### config.mk
export PLATFORM = sky130hd
export DESIGN_NAME = serial_add_seq
export DESIGN_NICKNAME = d
export VERILOG_FILES = /design/src/rtl/serial_add_seq.sv
export SDC_FILE = /design/constraint.sdc
export NUM_CORES = 1
export LEC_CHECK = 0
export ABC_AREA = 1
export CAP_MARGIN = 20
export CORE_MARGIN = 2
export CORE_UTILIZATION = 52
export CTS_CLUSTER_DIAMETER = 120
export DETAILED_ROUTE_END_ITERATION = 8
export PLACE_DENSITY = 0.79
export RECOVER_POWER = 25
export SLEW_MARGIN = 20
export SYNTH_ARGS = -nofsm -noshare
export SYNTH_HDL_FRONTEND = slang
export SYNTH_SLANG_ARGS = --single-unit
### constraint.sdc
create_clock -name clk -period 1.6 [get_ports clk]
set_clock_uncertainty 0.05 [all_clocks]
set_input_delay 0.48 -clock clk [delete_from_list [all_inputs] [get_ports clk]]
set_output_delay 0.48 -clock clk [all_outputs]
set_load 0.1 [all_outputs]
### src/rtl/serial_add_seq.sv
// serial_add_seq: bit-serial adder sequencer.
// One full-adder slice per clock, LSB first, carry recirculated in a flop.
module serial_add_seq #(
  parameter int WIDTH = 8
) (
  input  logic             clk,
  input  logic             rst,
  input  logic             start,
  input  logic [WIDTH-1:0] op_a,
  input  logic [WIDTH-1:0] op_b,
  input  logic             cin,
  output logic             busy,
  output logic             done,
  output logic [WIDTH-1:0] sum,
  output logic             cout
);

  localparam int CW = (WIDTH > 1) ? $clog2(WIDTH) : 1;

  typedef enum logic [1:0] {
    IDLE,
    SHIFT,
    DONE
  } state_t;

  function automatic logic full_adder_co(
    input logic a,
    input logic b,
    input logic ci
  );
    return (a & b) | (b & ci) | (a & ci);
  endfunction

  state_t           state_q;
  logic [WIDTH-1:0] ra_q;
  logic [WIDTH-1:0] rb_q;
  logic [WIDTH-1:0] racc_q;
  logic             c_q;
  logic [CW-1:0]    cnt_q;
  logic [WIDTH-1:0] sum_q;
  logic             cout_q;
  logic             busy_q;
  logic             done_q;

  logic             slice_a;
  logic             slice_b;
  logic             slice_ci;
  logic             s_d;
  logic             co_d;
  logic [WIDTH-1:0] racc_d;
  logic             last_d;

  // Single bit slice: sum bit enters the accumulator MSB.
  always_comb begin
    slice_a  = ra_q[0];
    slice_b  = rb_q[0];
    slice_ci = c_q;
    s_d      = slice_a ^ slice_b ^ slice_ci;
    co_d     = full_adder_co(slice_a, slice_b, slice_ci);
    racc_d   = (racc_q >> 1) | (WIDTH'(s_d) << (WIDTH - 1));
    last_d   = (cnt_q == CW'(WIDTH - 1));
  end

  // Sequencer FSM with registered outputs; reset aborts any operation.
  always_ff @(posedge clk) begin
    if (rst) begin
      state_q <= IDLE;
      ra_q    <= '0;
      rb_q    <= '0;
      racc_q  <= '0;
      c_q     <= 1'b0;
      cnt_q   <= '0;
      sum_q   <= '0;
      cout_q  <= 1'b0;
      busy_q  <= 1'b0;
      done_q  <= 1'b0;
    end else begin
      unique case (state_q)
        IDLE: begin
          if (start) begin
            ra_q    <= op_a;
            rb_q    <= op_b;
            c_q     <= cin;
            cnt_q   <= '0;
            busy_q  <= 1'b1;
            state_q <= SHIFT;
          end
        end
        SHIFT: begin
          ra_q   <= ra_q >> 1;
          rb_q   <= rb_q >> 1;
          racc_q <= racc_d;
          c_q    <= co_d;
          cnt_q  <= cnt_q + CW'(1);
          if (last_d) begin
            sum_q   <= racc_d;
            cout_q  <= co_d;
            done_q  <= 1'b1;
            state_q <= DONE;
          end
        end
        DONE: begin
          done_q  <= 1'b0;
          busy_q  <= 1'b0;
          state_q <= IDLE;
        end
        default: begin
          done_q  <= 1'b0;
          busy_q  <= 1'b0;
          state_q <= IDLE;
        end
      endcase
    end
  end

  assign busy = busy_q;
  assign done = done_q;
  assign sum  = sum_q;
  assign cout = cout_q;

endmodule

==> impl_metrics.csv <==
group,metric,value,unit
placed_design,port_buffers,30,
timing,rsz0062_at_grt,"false",
timing,final.period_utilization,94.61,%
routing,drt_wl_total,3.545,mm
routing,avgRoutedWirePerCell,10.10,um
synth,synth_area_leaders,"dfxtp_1 (45%), nor2_1 (17%), nand2_1 (14%)",
synth,synth_edf_count,0,
synth,synth_fp_nets,294,
synth,synth_area,1793,um^2
synth,synth-seq-area-share,44.66,%
clock_network,cts_tree,"built",
final_layout,drive_above_1_share,11.15,%
worst_hold_path,hp-class,"reg -> reg",
worst_hold_path,holdPathEnd,"cnt_q[2]",
clock_network,root_buffer,"clkbuf_4",
critical_path,slowest_stage,"dlygate4sd3_1",
synth,syn_avg_cell_area,6.616,um^2
placed_design,hpwl,2.408,mm
timing,worst_pin_slew,348.0,ps
critical_path,critPathKind,"in -> reg",
grt,grt_pass1_wl,6.189,mm
critical_path,worstSetupStartpoint,"start",
floorplan,fp.dieW,62.72,um
floorplan,pin_count,31,
final_layout,postLayoutCellArea,2385,um^2
final_layout,final_util,71.47,%
synth,yosys_warnings,0,
critical_path,cp.arrival,1710,ps
synth,ys_seq_elements,40,
critical_path,required,1800,ps
timing,fmax,660.6,MHz
floorplan,die_area,3934,um^2
critical_path,crit_family,"buffers and inverters",
grt,grt_max_degree,32,
power,cellPowerDensity,925.1,nW/um^2
critical_path,start_kind,"input port",
critical_path,reg2reg_from,"cnt_q[0]",
timing,min_period,1514,ps
floorplan,fp-row-count,21,
clock_network,clk-insertion-delay-late,350,ps
grt,antenna_found_initial,0,
synth,yosysUniqueCellTypes,21,
clock_network,cts_buffers,5,
power,peakVddDrop,0.6625,mV
synth,synth_top_area_cell,"dfxtp_1",
critical_path,ff2ff_setup_slack,180,ps
clock_network,cts_buffer_depth,2,
final_layout,antennaDiodeCount,0,
timing,finalSetupViolCount,0,
synth,synth_commonest_cells,"nor2_1 (80), nand2_1 (65), dfxtp_1 (40)",
floorplan,die_y,62.72,um
grt,grt_pass1_vias,1455,
synth,async_flop_share,0,%
critical_path,critPathMaxStageDelay,590,ps
clock_network,clkTransAtPathRegs,120,ps
worst_hold_path,hold_start,"cnt_q[2]",
placed_design,place_congestion,0.8015,
critical_path,r2r_cells,6,
critical_path,crit_fanout,19,
timing,finalHoldViolations,0,
synth,synth_top_cell_area_share,44.66,%
floorplan,coreArea,3337,um^2
job,cap_violations,0,
timing,slew_headroom,76.78,%
floorplan,start_util,53.73,%
final_layout,areaGrowthSynthToFinish,33.01,%
clock_network,numClockSinks,40,
final_layout,final_nets,328,
critical_path,cpMostUsedCell,"nand2_1",
placed_design,placed_area,2297,um^2
worst_hold_path,hold_path_depth,2,
synth,synth_most_common_cell,"nor2_1",
critical_path,timing.rr.end,"sum[6]",
timing,drv_slew,0,
synth,synthFlopType,"dfxtp_1",
power,p_leak,1.144,nW
clock_network,ctsHoldBuffers,0,
routing,vias_per_cell,4.749,
routing,firstDrtPassIters,4,
routing,ant_nets,0,
routing,drc,0,
critical_path,cp_cell_sequence,"dlygate4sd3_1 > o21ai_4 > clkbuf_4 > nand2_1 > nand2_1 > nor2_1",
routing,vias,1667,
grt,grt_overflow,0,
clock_network,h-tree-depth,2,
grt,grt_usage,19.81,%
critical_path,critPathBufInv,2,
routing,drt-initial-drc-count,113,
run_status,status,"complete, no violations",
critical_path,crit_path_end_kind,"register",
synth,syn_inst,271,
sequential cells by signal, summed over array words and instances (netlist names):
name     count
busy         1
c_q          1
cnt_q        3
cout         1
done         1
ra_q         8
racc_q       7
rb_q         8
state_q      2
sum          8
cell usage in the layout, fill, tap and decap left out, drive strengths merged:
| cell type | netlist | layout |
|---|---|---|
| a21oi | 5 | 5 |
| buf | 11 | 19 |
| bufinv | 0 | 2 |
| clkbuf | 1 | 6 |
| clkdlybuf4s50 | 0 | 17 |
| dfxtp | 40 | 40 |
| dlygate4sd3 | 0 | 2 |
| fa | 1 | 1 |
| ha | 2 | 2 |
| inv | 33 | 33 |
| nand2 | 67 | 67 |
| nand3 | 12 | 12 |
| nor2 | 81 | 81 |
| nor3 | 1 | 1 |
| o21ai | 17 | 17 |
worst max-delay path by stage:
stage | cells after the start | endpoint | slack (ps)
3_5_place_dp | 7 | ra_q[1] | -100
4_1_cts | 1 | busy | 100
2_1_floorplan | 0 | busy | 150
3_3_place_gp | 7 | ra_q[1] | -70
5_1_grt | 6 | ra_q[5] | 40
6_report | 6 | ra_q[5] | 90
stage by stage:
step	worst slack [ps]	hold slack (ps)	total power [W]	std cells	setup TNS [ps]
after global placement	-68.33	394.7	0.001419	344	-1034
after global routing	44.21	454.0	0.002308	351	0
final	86.21	423.3	0.002206	351	0
after floorplan	145.1	392.9	0.001309	271	0
after CTS	96.36	420.3	0.002223	351	0
after detailed placement	-103.2	402.1	0.001427	344	-1369
cell type report:
| type | instances | area, um^2 |
|---|---|---|
| Tap cell | 46 | 57.56 |
| Timing Repair Buffer | 39 | 503.0 |
| Sequential cell | 40 | 800.8 |
| Clock inverter | 2 | 60.06 |
| Inverter | 33 | 123.9 |
| Multi-Input combinational cell | 186 | 802.0 |
| Clock buffer | 5 | 37.54 |
| Fill cell | 297 | 952.2 |
per-layer routing:
layer / GRT usage [%] / up-vias / wire length [um]
met5: 0 / - / 0
met4: 5.833 / 0 / 36
met3: 5.586 / 4 / 191
met2: 34.41 / 40 / 1752
met1: 23.78 / 741 / 1564
li1: - / 882 / -
report_power, final:
part | leakage (nW) | switching (W) | total, W | internal [W]
Sequential | 0.329 | 0.0000330 | 0.00108 | 0.00105
Combinational | 0.764 | 0.000171 | 0.000315 | 0.000144
Clock | 0.0513 | 0.000328 | 0.000806 | 0.000478
repair_timing:
item	in CTS	in global routing
resized for setup	0	1
setup endpoints to repair	0	8
setup buffers	0	0
worst reg2reg max path: cells and delay by family, from the launching register on:
family	cells	cell delay, ps
AND/OR/NAND/NOR	3	490
flip-flops	1	370
adder cells (fa/ha/maj)	2	300
AO/OA/AOI/OAI	1	160
logic make-up (layout without fill, tap and decap cells):
kind of cell               count (synthesis)  after routing  synth area share, %
buffers and inverters                     45             79                10.75
adders and majority gates                  3              3                2.512
DFF                                       40             40                44.66
AOI/OAI and AO/OA                         22             22                6.769
and+or+nand+nor                          161            161                35.31
(Power assumes the default switching activity.)
==> patch (config.mk and constraints unchanged) <==
Register the inputs `start`, `op_a`, `op_b` and `cin` before use, without a reset. The logic sees them one clock later.
--- a/src/rtl/serial_add_seq.sv
+++ b/src/rtl/serial_add_seq.sv
@@ -22,6 +22,18 @@
     SHIFT,
     DONE
   } state_t;
+
+  logic start_q;
+  logic [WIDTH-1:0] op_a_q;
+  logic [WIDTH-1:0] op_b_q;
+  logic cin_q;
+
+  always_ff @(posedge clk) begin
+    start_q <= start;
+    op_a_q  <= op_a;
+    op_b_q  <= op_b;
+    cin_q   <= cin;
+  end
 
   function automatic logic full_adder_co(
     input logic a,
@@ -77,10 +89,10 @@
     end else begin
       unique case (state_q)
         IDLE: begin
-          if (start) begin
-            ra_q    <= op_a;
-            rb_q    <= op_b;
-            c_q     <= cin;
+          if (start_q) begin
+            ra_q    <= op_a_q;
+            rb_q    <= op_b_q;
+            c_q     <= cin_q;
             cnt_q   <= '0;
             busy_q  <= 1'b1;
             state_q <= SHIFT;
Function: changed (a bounded check fails within 4 cycles, from zero or initial values and one cycle with rst high).
==> patch against the original RTL <==
- die area up 17%
- maximum frequency up 5.3%
- total power up 39%
- final area up 16%
- sequential cell count up 18
- via count up 3.0%
- synthesized area up 18%
- first-iteration DRC count up 22%
- register-to-register slack worse by 20 ps
- critical path depth up 1
- clock power up 54%
- critical path type is now reg -> reg
- routed wire length up 6.1%
- setup slack better by 76 ps
- highest routed layer unchanged
==> patch: results <==
metrics = {
    "outcome": {
        "outcome": "finished, final reports clean",
    },
    "power_and_ir_drop": {
        "peakVddDrop_mv": 0.687,
        "switchingPower_uw": 718,
        "p_leak_uw": 0.00129,
    },
    "setup_path": {
        "r2r_cells": 7,
        "crit_fanout": 9,
        "r2r-start": "cnt_q[0]",
        "arrival_ps": 1650,
        "r2r_end": "cout",
        "reg2reg_slack_ps": 160,
    },
    "synth": {
        "synthTopCellsByArea": "dfxtp_1, nand2_1, nor2_1, inv_1, o21ai_0",
        "async_flop_share_pct": 0,
        "ys_seq_area_share_pct": 54.7,
        "synth_nets": 301,
        "synth_common_cells": "nand2_1, nor2_1, dfxtp_1",
        "yosysUniqueCellTypes": 21,
        "syn-instance-count": 278,
    },
    "hold_path": {
        "hold_path_end": "rb_q[7]",
        "worstHoldPathCells": 2,
        "hp-start": "rb_q[7]",
    },
    "place": {
        "placed_area_mm2": 0.00258,
        "dp_hpwl_um": 2510,
        "dp_cells": 354,
        "place_ws_ps": -17.0,
        "gp_congestion": 0.818,
    },
    "grt": {
        "grt_pass1_wl_um": 6710,
        "grt.total_usage_pct": 20.1,
        "grt_pass1_vias": 1630,
        "grt_max_degree": 29,
    },
    "detailed_routing": {
        "wl_per_cell_um": 10.2,
        "avgViaCountPerCell": 4.65,
        "drt_first_iter_violations": 138,
        "routed_wl_um": 3760,
        "dr.pass1.iters": 4,
    },
    "final_layout": {
        "drive_above_1_share_pct": 11.6,
        "nFillCells": 317,
        "fin_nets": 338,
    },
    "clocking": {
        "clk_latency_ps": 330,
        "cts_buffer_depth": 2,
        "numCtsBuffers": 9,
        "path_clk_slew_ps": 60,
        "root_buffer": "clkbuf_8",
        "cts.repair.resized": 0,
        "htree_levels": 3,
    },
    "timing": {
        "tightest_slew_ps": 493,
    },
}
==> patch: cell types whose count changed in the layout (fill, tap and decap cells not counted), sizes merged, moves of 8 or more <==
| cell | change |
|---|---|
| dfxtp | +18 |
| nand2 | +17 |
| clkdlybuf4s50 | -15 |
| dlygate4sd3 | +15 |
| inv | -9 |
| nand3 | -8 |
| nor2 | -8 |
==> patch: worst max path at each step <==
stage          startpoint  slack, ps  cells past startpoint  endpoint
5_1_grt          cnt_q[0]         30                      7    sum[2]
6_report         cnt_q[0]        160                      7      cout
4_1_cts          cnt_q[0]        130                      7      cout
3_5_place_dp          rst        -20                      5    sum[7]
2_1_floorplan      sum[1]        150                      0    sum[1]
3_3_place_gp          rst         50                      5   rb_q[7]
==> patch: area by class of cell <==
type,count,share of cell area [%]
clock buffers,13,6.46
multi-input cells,186,28.9
inverters,25,3.39
well taps,50,2.26
repair buffers,35,16.6
flip-flops and latches,58,42.0
clock inverters,2,0.362
==> patch: through the flow <==
| step | utilization, % | power, uW | hold WS, ps | TNS, ps |
|---|---|---|---|---|
| 3_5_place_dp | 64.9 | 1870 | 411 | -48.2 |
| 6_report | 69.7 | 3070 | 425 | 0 |
| 2_1_floorplan | - | 1780 | 386 | 0 |
| 5_1_grt | 69.7 | 3220 | 449 | 0 |
| 3_3_place_gp | 64.9 | 1860 | 402 | 0 |
| 4_1_cts | 69.7 | 3110 | 426 | 0 |
==> patch: cell families (layout without fill, tap and decap cells) <==
logic type               Yosys count  after routing  synth area share (%)
AO/OA/AOI/OAI                     21             21                  5.48
adder cells (fa/ha/maj)            3              3                  2.12
buffers and inverters             34             75                  7.66
AND/OR/NAND/NOR                  162            162                  30.1
flip-flops                        58             58                  54.7
==> patch: power groups by stage <==
stage,clock [uW],combinational (uW),sequential (uW)
5_1_grt,1340,325,1560
3_3_place_gp,0,280,1580
2_1_floorplan,0,188,1590
6_report,1240,280,1550
3_5_place_dp,0,287,1580
4_1_cts,1270,291,1550
==> patch: critical path: stages (launching register included) <==
cell     delay, ps
dfxtp_1        330
ha_1           200
ha_1           170
nand2_1        150
inv_1          100
nand2_2        170
nand2_1         80
a21oi_1        120
==> patch: per-layer routing <==
| metal | vias up | track usage (%) | routed length [um] |
|---|---|---|---|
| li1 | 907 | - | - |
| met4 | 0 | 13.0 | 111 |
| met5 | - | 0 | 0 |
| met3 | 10 | 5.10 | 160 |
| met2 | 42 | 32.9 | 1820 |
| met1 | 758 | 23.2 | 1670 |
